`src/rtl/dmem_bist_pkg.sv`:
```
// Shared types and helpers for the data-memory BIST engine.
//   state_t     : engine sequencing states
//   mode_t      : data pattern select
//   LFSR_POLY   : Galois feedback mask for x^32+x^22+x^2+x+1
//   lfsr_next() : one right-shifting Galois LFSR step
package dmem_bist_pkg;

  typedef enum logic [2:0] {
    IDLE  = 3'd0,
    WRITE = 3'd1,
    READ  = 3'd2,
    DRAIN = 3'd3,
    DONE  = 3'd4
  } state_t;

  typedef enum logic [1:0] {
    ADDR    = 2'd0,
    NADDR   = 2'd1,
    LFSR    = 2'd2,
    CHECKER = 2'd3
  } mode_t;

  localparam logic [31:0] LFSR_POLY    = 32'h8020_0003;
  localparam logic [31:0] CHECKER_WORD = 32'h5555_5555;

  function automatic logic [31:0] lfsr_next(input logic [31:0] s);
    lfsr_next = {1'b0, s[31:1]} ^ (s[0] ? LFSR_POLY : '0);
  endfunction

endpackage

```
`src/rtl/dmem_bist_patgen.sv`:
```
// Pattern generator for the BIST engine; one instance serves both the
// write pass and the expected-data stream of the read pass.
//   clk, rst_n : clock, asynchronous active-low reset
//   init       : reload the LFSR from seed (seed 0 becomes 1); wins over step
//   step       : advance the LFSR by one word
//   mode       : pattern select (already latched by the caller)
//   seed       : LFSR seed
//   addr       : current word address
//   data       : pattern word for addr (combinational from addr/LFSR state)
module dmem_bist_patgen
  import dmem_bist_pkg::*;
#(
  parameter int unsigned DATA_W = 32,
  parameter int unsigned ADDR_W = 5
) (
  input  logic              clk,
  input  logic              rst_n,
  input  logic              init,
  input  logic              step,
  input  mode_t             mode,
  input  logic [DATA_W-1:0] seed,
  input  logic [ADDR_W-1:0] addr,
  output logic [DATA_W-1:0] data
);

  logic [31:0] lfsr_q, lfsr_d;
  logic [31:0] seed_ext, addr_ext, word;

  always_comb begin
    seed_ext = 32'(seed);
    lfsr_d   = lfsr_q;
    if (init) begin
      lfsr_d = (seed_ext == '0) ? 32'd1 : seed_ext;
    end else if (step) begin
      lfsr_d = lfsr_next(lfsr_q);
    end
  end

  always_comb begin
    addr_ext = 32'(addr);
    word     = '0;
    unique case (mode)
      ADDR:    word = addr_ext;
      NADDR:   word = ~addr_ext;
      LFSR:    word = lfsr_q;
      CHECKER: word = addr[0] ? ~CHECKER_WORD : CHECKER_WORD;
      default: word = '0;
    endcase
    data = word[DATA_W-1:0];
  end

  always_ff @(posedge clk or negedge rst_n) begin
    if (!rst_n) lfsr_q <= '0;
    else        lfsr_q <= lfsr_d;
  end

endmodule

```
`src/rtl/dmem_bist.sv`:
```
// Data-memory built-in self-test: writes a pattern to every word, reads
// every word back and compares against the regenerated pattern.
//   CLK, RST_N          : clock, asynchronous active-low reset
//   start, mode, seed   : request a pass; mode/seed latched on acceptance
//   busy, done, pass    : status; done/pass held until the next start
//   err_cnt             : number of mismatching words
//   fail_addr/fail_data : address and read data of the first mismatch
//   mem_we/re/addr/wdata: memory port strobes, address, write data
//   mem_rdata           : read data, valid RD_LAT cycles after mem_re
module dmem_bist
  import dmem_bist_pkg::*;
#(
  parameter int unsigned DATA_W = 32,
  parameter int unsigned ADDR_W = 5,
  parameter int unsigned DEPTH  = 32,
  parameter int unsigned RD_LAT = 1,
  parameter int unsigned CNT_W  = $clog2(DEPTH + 1)
) (
  input  logic              CLK,
  input  logic              RST_N,
  input  logic              start,
  input  logic [1:0]        mode,
  input  logic [DATA_W-1:0] seed,
  output logic              busy,
  output logic              done,
  output logic              pass,
  output logic [CNT_W-1:0]  err_cnt,
  output logic [ADDR_W-1:0] fail_addr,
  output logic [DATA_W-1:0] fail_data,
  output logic              mem_we,
  output logic              mem_re,
  output logic [ADDR_W-1:0] mem_addr,
  output logic [DATA_W-1:0] mem_wdata,
  input  logic [DATA_W-1:0] mem_rdata
);

  localparam logic [ADDR_W-1:0] LAST_ADDR  = ADDR_W'(DEPTH - 1);
  localparam logic [2:0]        LAST_DRAIN = 3'(RD_LAT - 1);

  state_t              state_q, state_d;
  logic [ADDR_W-1:0]   addr_q, addr_d;
  logic [2:0]          drain_q, drain_d;
  mode_t               mode_q, mode_d;
  logic [DATA_W-1:0]   seed_q, seed_d;
  logic                busy_q, busy_d;
  logic                done_q, done_d;
  logic                pass_q, pass_d;
  logic                we_q, we_d;
  logic                re_q, re_d;
  logic [CNT_W-1:0]    err_cnt_q, err_cnt_d;
  logic [ADDR_W-1:0]   fail_addr_q, fail_addr_d;
  logic [DATA_W-1:0]   fail_data_q, fail_data_d;

  // Expected-data delay line: travels alongside the read request so the
  // compare lines up with mem_rdata RD_LAT cycles later.
  logic                dl_vld_q  [RD_LAT];
  logic                dl_vld_d  [RD_LAT];
  logic [ADDR_W-1:0]   dl_addr_q [RD_LAT];
  logic [ADDR_W-1:0]   dl_addr_d [RD_LAT];
  logic [DATA_W-1:0]   dl_data_q [RD_LAT];
  logic [DATA_W-1:0]   dl_data_d [RD_LAT];

  logic                accept, last_addr, mismatch;
  logic                pg_init, pg_step;
  logic [DATA_W-1:0]   pg_seed, pg_data;

  dmem_bist_patgen #(
    .DATA_W (DATA_W),
    .ADDR_W (ADDR_W)
  ) u_patgen (
    .clk   (CLK),
    .rst_n (RST_N),
    .init  (pg_init),
    .step  (pg_step),
    .mode  (mode_q),
    .seed  (pg_seed),
    .addr  (addr_q),
    .data  (pg_data)
  );

  always_comb begin
    dl_vld_d[0]  = re_q;
    dl_addr_d[0] = addr_q;
    dl_data_d[0] = pg_data;
    for (int unsigned i = 1; i < RD_LAT; i++) begin
      dl_vld_d[i]  = dl_vld_q[i-1];
      dl_addr_d[i] = dl_addr_q[i-1];
      dl_data_d[i] = dl_data_q[i-1];
    end
  end

  always_comb begin
    state_d     = state_q;
    addr_d      = addr_q;
    drain_d     = drain_q;
    mode_d      = mode_q;
    seed_d      = seed_q;
    busy_d      = busy_q;
    done_d      = done_q;
    pass_d      = pass_q;
    we_d        = we_q;
    re_d        = re_q;
    err_cnt_d   = err_cnt_q;
    fail_addr_d = fail_addr_q;
    fail_data_d = fail_data_q;
    pg_init     = 1'b0;
    pg_step     = 1'b0;
    pg_seed     = seed_q;

    accept    = start && ((state_q == IDLE) || (state_q == DONE));
    last_addr = (addr_q == LAST_ADDR);
    mismatch  = dl_vld_q[RD_LAT-1] && (mem_rdata != dl_data_q[RD_LAT-1]);

    if (mismatch) begin
      err_cnt_d = err_cnt_q + CNT_W'(1);
      if (err_cnt_q == '0) begin
        fail_addr_d = dl_addr_q[RD_LAT-1];
        fail_data_d = mem_rdata;
      end
    end

    unique case (state_q)
      IDLE, DONE: begin
        if (accept) begin
          state_d     = WRITE;
          mode_d      = mode_t'(mode);
          seed_d      = seed;
          busy_d      = 1'b1;
          done_d      = 1'b0;
          pass_d      = 1'b0;
          we_d        = 1'b1;
          addr_d      = '0;
          err_cnt_d   = '0;
          fail_addr_d = '0;
          fail_data_d = '0;
          // Patgen is seeded from the raw input: seed_q is not yet loaded.
          pg_init     = 1'b1;
          pg_seed     = seed;
        end
      end
      WRITE: begin
        if (last_addr) begin
          state_d = READ;
          we_d    = 1'b0;
          re_d    = 1'b1;
          addr_d  = '0;
          pg_init = 1'b1;
        end else begin
          addr_d  = addr_q + ADDR_W'(1);
          pg_step = 1'b1;
        end
      end
      READ: begin
        pg_step = 1'b1;
        if (last_addr) begin
          state_d = DRAIN;
          re_d    = 1'b0;
          addr_d  = '0;
          drain_d = '0;
        end else begin
          addr_d  = addr_q + ADDR_W'(1);
        end
      end
      DRAIN: begin
        if (drain_q == LAST_DRAIN) begin
          state_d = DONE;
          busy_d  = 1'b0;
          done_d  = 1'b1;
          // Uses the next count so the final compare cycle is included.
          pass_d  = (err_cnt_d == '0);
        end else begin
          drain_d = drain_q + 3'd1;
        end
      end
      default: state_d = IDLE;
    endcase
  end

  always_ff @(posedge CLK or negedge RST_N) begin
    if (!RST_N) begin
      state_q     <= IDLE;
      addr_q      <= '0;
      drain_q     <= '0;
      mode_q      <= ADDR;
      seed_q      <= '0;
      busy_q      <= 1'b0;
      done_q      <= 1'b0;
      pass_q      <= 1'b0;
      we_q        <= 1'b0;
      re_q        <= 1'b0;
      err_cnt_q   <= '0;
      fail_addr_q <= '0;
      fail_data_q <= '0;
      dl_vld_q    <= '{default: 1'b0};
      dl_addr_q   <= '{default: '0};
      dl_data_q   <= '{default: '0};
    end else begin
      state_q     <= state_d;
      addr_q      <= addr_d;
      drain_q     <= drain_d;
      mode_q      <= mode_d;
      seed_q      <= seed_d;
      busy_q      <= busy_d;
      done_q      <= done_d;
      pass_q      <= pass_d;
      we_q        <= we_d;
      re_q        <= re_d;
      err_cnt_q   <= err_cnt_d;
      fail_addr_q <= fail_addr_d;
      fail_data_q <= fail_data_d;
      dl_vld_q    <= dl_vld_d;
      dl_addr_q   <= dl_addr_d;
      dl_data_q   <= dl_data_d;
    end
  end

  assign busy      = busy_q;
  assign done      = done_q;
  assign pass      = pass_q;
  assign err_cnt   = err_cnt_q;
  assign fail_addr = fail_addr_q;
  assign fail_data = fail_data_q;
  assign mem_we    = we_q;
  assign mem_re    = re_q;
  assign mem_addr  = addr_q;
  assign mem_wdata = we_q ? pg_data : '0;

endmodule

```
`config.mk`:
```
export PLATFORM = sky130hd
export DESIGN_NAME = dmem_bist
export DESIGN_NICKNAME = d
export VERILOG_FILES = /design/src/rtl/dmem_bist_pkg.sv /design/src/rtl/dmem_bist_patgen.sv /design/src/rtl/dmem_bist.sv
export SDC_FILE = /design/constraint.sdc
export NUM_CORES = 1
export LEC_CHECK = 0
export CAP_MARGIN = 10
export CORE_MARGIN = 3
export CORE_UTILIZATION = 25
export CTS_CLUSTER_SIZE = 20
export DETAILED_ROUTE_END_ITERATION = 10
export HOLD_SLACK_MARGIN = 0.03
export PLACE_DENSITY = 0.52
export SLEW_MARGIN = 25
export SYNTH_ARGS = -nofsm -noshare
export SYNTH_HDL_FRONTEND = slang
export SYNTH_SLANG_ARGS = --single-unit
```
`constraint.sdc`:
```
create_clock -name CLK -period 2.1 [get_ports CLK]
set_input_delay 0.315 -clock CLK [delete_from_list [all_inputs] [get_ports CLK]]
set_output_delay 0.315 -clock CLK [all_outputs]
set_load 0.02 [all_outputs]
```
==> metrics.md <==
| Metric | Value |
|---|---|
| Status | `complete, but fails checks` |
| Failing checks | `setup timing` |
| Fmax | `476.2 MHz` |
| Post-route ant nets | `0` |
| Routed wire length | `23310 um` |
| Fraction of registers with async set/reset | `1.000` |
| Final Util | `0.3830` |
| Skew final | `12.61 ps` |
| Row cnt | `63` |
| First-pass GRT wire length | `36050 um` |
| Layout cells sized above 1 | `0.2534` |
| Cell area after synthesis | `7621 um^2` |
| Number of CTS-inserted buffers | `17` |
| Clock network power share | `0.282` |
| Number of H-tree levels | `4` |
| Post-synthesis simple-gate area fraction | `0.1721` |
| Tcrit/Tclk final | `1.000` |
| P&R area growth vs syn | `50.12%` |
| Post-Synth Adder-Cell Area | `0.009851` |
| Io pins | `154` |
| Port Buffers | `153` |
| Post-synth top area share | `0.5352` |
| Initial antenna violation count | `0` |
| Via-to-Cell Ratio | `4.458` |
| Total power | `0.01153 W` |
| CP Capture Type | `flip-flop` |
| Final hold violation count | `0` |
| Synth top area cells | `dfrtp_1, a21o_1, mux2i_1, mux2_1, xor2_1` |
| First DRT Iteration DRCs | `315` |
| Compound-Gate Fraction of Synth Area | `0.1100` |
| RSZ-0062 raised after global routing | `true` |
| Final setup viols | `1` |
| Worst-Skew Late Latency | `430 ps` |
| Remaining global-route overflow | `0` |
| Max cap viols | `0` |
| Core area | `29870 um^2` |
| Critical path arrival | `2410 ps` |
| CTS Sinks | `163` |
| HPWL after detailed placement | `16900 um` |
| Int Power | `0.007735 W` |
| Die area | `32610 um^2` |
| Combinational group share of total power | `0.315` |
| Post-synth EDFFs | `0` |
| Worst-path clk slew | `70 ps` |
| Setup slack after layout | `-0.01665 ps` |
| Warnings from Yosys | `0` |
| Class of the worst hold path | `input pin to flip-flop` |
| Die Span Y | `180.6 um` |
| Largest family of logic cells by synthesized area | `simple AND/OR/NAND/NOR gates` |
| Die Width | `180.6 um` |
| CP Data Required Time | `2410 ps` |
| GPL Wtd Cong | `0.7688` |
| Worst slew pin tran | `500.3 ps` |
| XOR/XNOR Fraction of Synth Area | `0.04942` |
| Via Count | `6049` |
| Flop pwr share | `0.402` |
| Synthesized Nets | `802` |
| Largest net degree at the start of global routing | `69` |
| Yosys cell types | `46` |
| Worst Path Max Fanout | `8` |
| Initial core utilization | `0.2551` |
| DRC violations left | `0` |
| Top_reg_cell synth | `dfrtp_1` |
| Synth Instances | `727` |
| # diodes | `0` |
| Tmin final | `2100 ps` |
| Sw Pwr | `0.003795 W` |
| Max clock buf depth | `2` |
| Startpoint types | `flip-flop` |
| Post-synthesis mux area share | `0.09063` |
| First drt pass iteration count | `5` |
| Sum Neg Setup Slack | `-0.01665 ps` |
| Sw Share | `0.3292` |
| Slew HR | `0.6665` |
| Root Driver | `clkbuf_16` |
| WS Path Type | `flip-flop to flip-flop` |
| Gr usage total | `0.1401` |
| VDD IR max | `0.5663 mV` |
| Nets@finish | `1029` |
| Static leakage | `5.412 nW` |
| FF+latch count, synth | `163` |
| Syn_area_per_cell | `10.48 um^2` |
| WL per Instance | `17.18 um` |
| Pwr Density | `1008 nW/um^2` |
| Slew Viols, Final | `0` |
| Cell taking the most area after synthesis | `dfrtp_1` |
| Seq/Total Area, Yosys | `0.5352` |
| Vias in the first global route | `6131` |
| TritonCTS clock tree | `yes` |
worst paths after layout:
check | startpoint | to | slack, ps | cells after the start
setup reg to reg | mem_addr[0] | u_patgen.lfsr_q[7] | -0.02 | 11
max in group asynchronous | RST_N | mode_q[1] | 1010 | 3
min in group asynchronous | RST_N | err_cnt[4] | 410 | 2
hold reg to reg | mem_re | dl_vld_q | 470 | 0
hold / removal | mem_rdata[0] | fail_data[0] | 270 | 3
setup / recovery | mem_addr[0] | u_patgen.lfsr_q[7] | -0.02 | 11
cells in the final DEF (no fill, tap or decap), types with 3 or more instances in the layout:
master	n
dfrtp_1	159
clkdlybuf4s50_1	118
buf_4	81
nor2_1	57
nand2_1	55
a21o_1	46
o21ai_1	43
nand3_1	33
mux2i_1	32
xor2_1	32
mux2_1	28
buf_6	27
nor4_1	22
clkbuf_16	21
and2_4	18
and2_1	17
nor2_4	14
nand3_2	11
buf_12	11
xnor2_1	9
o21ai_0	9
o21ai_2	7
inv_1	7
nand4_1	7
nor3_1	7
o211ai_1	6
nor2b_1	4
mux2_2	4
ha_1	4
clkinv_2	4
inv_6	4
dfrtp_2	4
nand3b_1	3
a21oi_1	3
nand2b_1	3
o31ai_1	3
bufinv_16	3
buf_2	3
flip-flops by register name (all words and copies together), names as in the netlist:
register         cells
busy                 1
dl_data_q           32
mode_q               2
u_patgen.lfsr_q     32
err_cnt              6
dl_vld_q             1
drain_q              3
mem_addr             5
mem_we               1
fail_data           32
state_q              3
dl_addr_q            5
pass                 1
fail_addr            5
done                 1
seed_q              32
mem_re               1
critical path, cell delays in order, from the launching register on:
cell and delay (ps):
dfrtp_2 370, buf_6 100, ha_4 120, and3_4 190
ha_4 130, nand3b_1 130, a21oi_4 250, buf_4 180
buf_16 130, mux2i_1 180, nor2_1 50, a21o_1 150
synth_stat cells (all sizes together) (23+ instances only):
master  count
nor2       71
xor2       34
nand3      44
a21o       46
nand2      58
o21ai      61
nor4       25
dfrtp     163
mux2i      33
and2       35
mux2       32
buf        23
power groups by stage:
stage / logic [W] / registers, W / clock network (W)
floorplan: 0.00136 / 0.00492 / 0
global placement: 0.00324 / 0.00465 / 0
detailed placement: 0.00328 / 0.00467 / 0
CTS: 0.00334 / 0.00461 / 0.00334
global route: 0.00398 / 0.00474 / 0.00348
finish: 0.00364 / 0.00464 / 0.00325
cell type report:
class | count | area, um^2
fillers | 2934 | 18430
clock inverters | 14 | 175.2
clock buffers | 18 | 429.2
flip-flops and latches | 163 | 4084
inverters | 8 | 32.53
repair buffers | 251 | 2545
multi-input cells | 513 | 3687
well taps | 390 | 488.0
repair_timing:
| action | in CTS | in global routing |
|---|---|---|
| hold buffers | 1 | 0 |
| buffers inserted | 6 | 14 |
| resized for setup | 169 | 111 |
| pin swaps | 6 | 36 |
| hold endpoints to repair | 45 | 0 |
| endpoints found under the setup margin | 75 | 101 |
| cloned | 3 | 7 |
logic make-up (layout without fill, tap and decap cells):
kind of cell | after synthesis | in the layout
compound gates | 131 | 131
xor+xnor | 43 | 43
fa+ha+maj | 6 | 6
buf+inv | 51 | 291
flops | 163 | 163
mux | 65 | 65
simple gates | 268 | 268
per-layer routing:
metal | vias up | GRT usage | share of wire
met5 | - | 0 | 0
li1 | 2992 | - | -
met3 | 27 | 0.03129 | 0.040
met2 | 132 | 0.2151 | 0.46
met1 | 2898 | 0.1958 | 0.48
met4 | 0 | 0.04728 | 0.020
through the flow:
| step | setup slack (ps) | hold slack (ps) | cells | area [um^2] |
|---|---|---|---|---|
| 2_1_floorplan | 13.00 | 19.41 | 727 | 7654 |
| 3_3_place_gp | -638.1 | 297.2 | 1298 | 10160 |
| 3_5_place_dp | -611.1 | 298.9 | 1298 | 10160 |
| 4_1_cts | -67.92 | 330.8 | 1339 | 10870 |
| 5_1_grt | -113.6 | 265.4 | 1357 | 11440 |
| 6_report | -0.01665 | 274.3 | 1357 | 11440 |
Power figures use the tool's default switching activity.
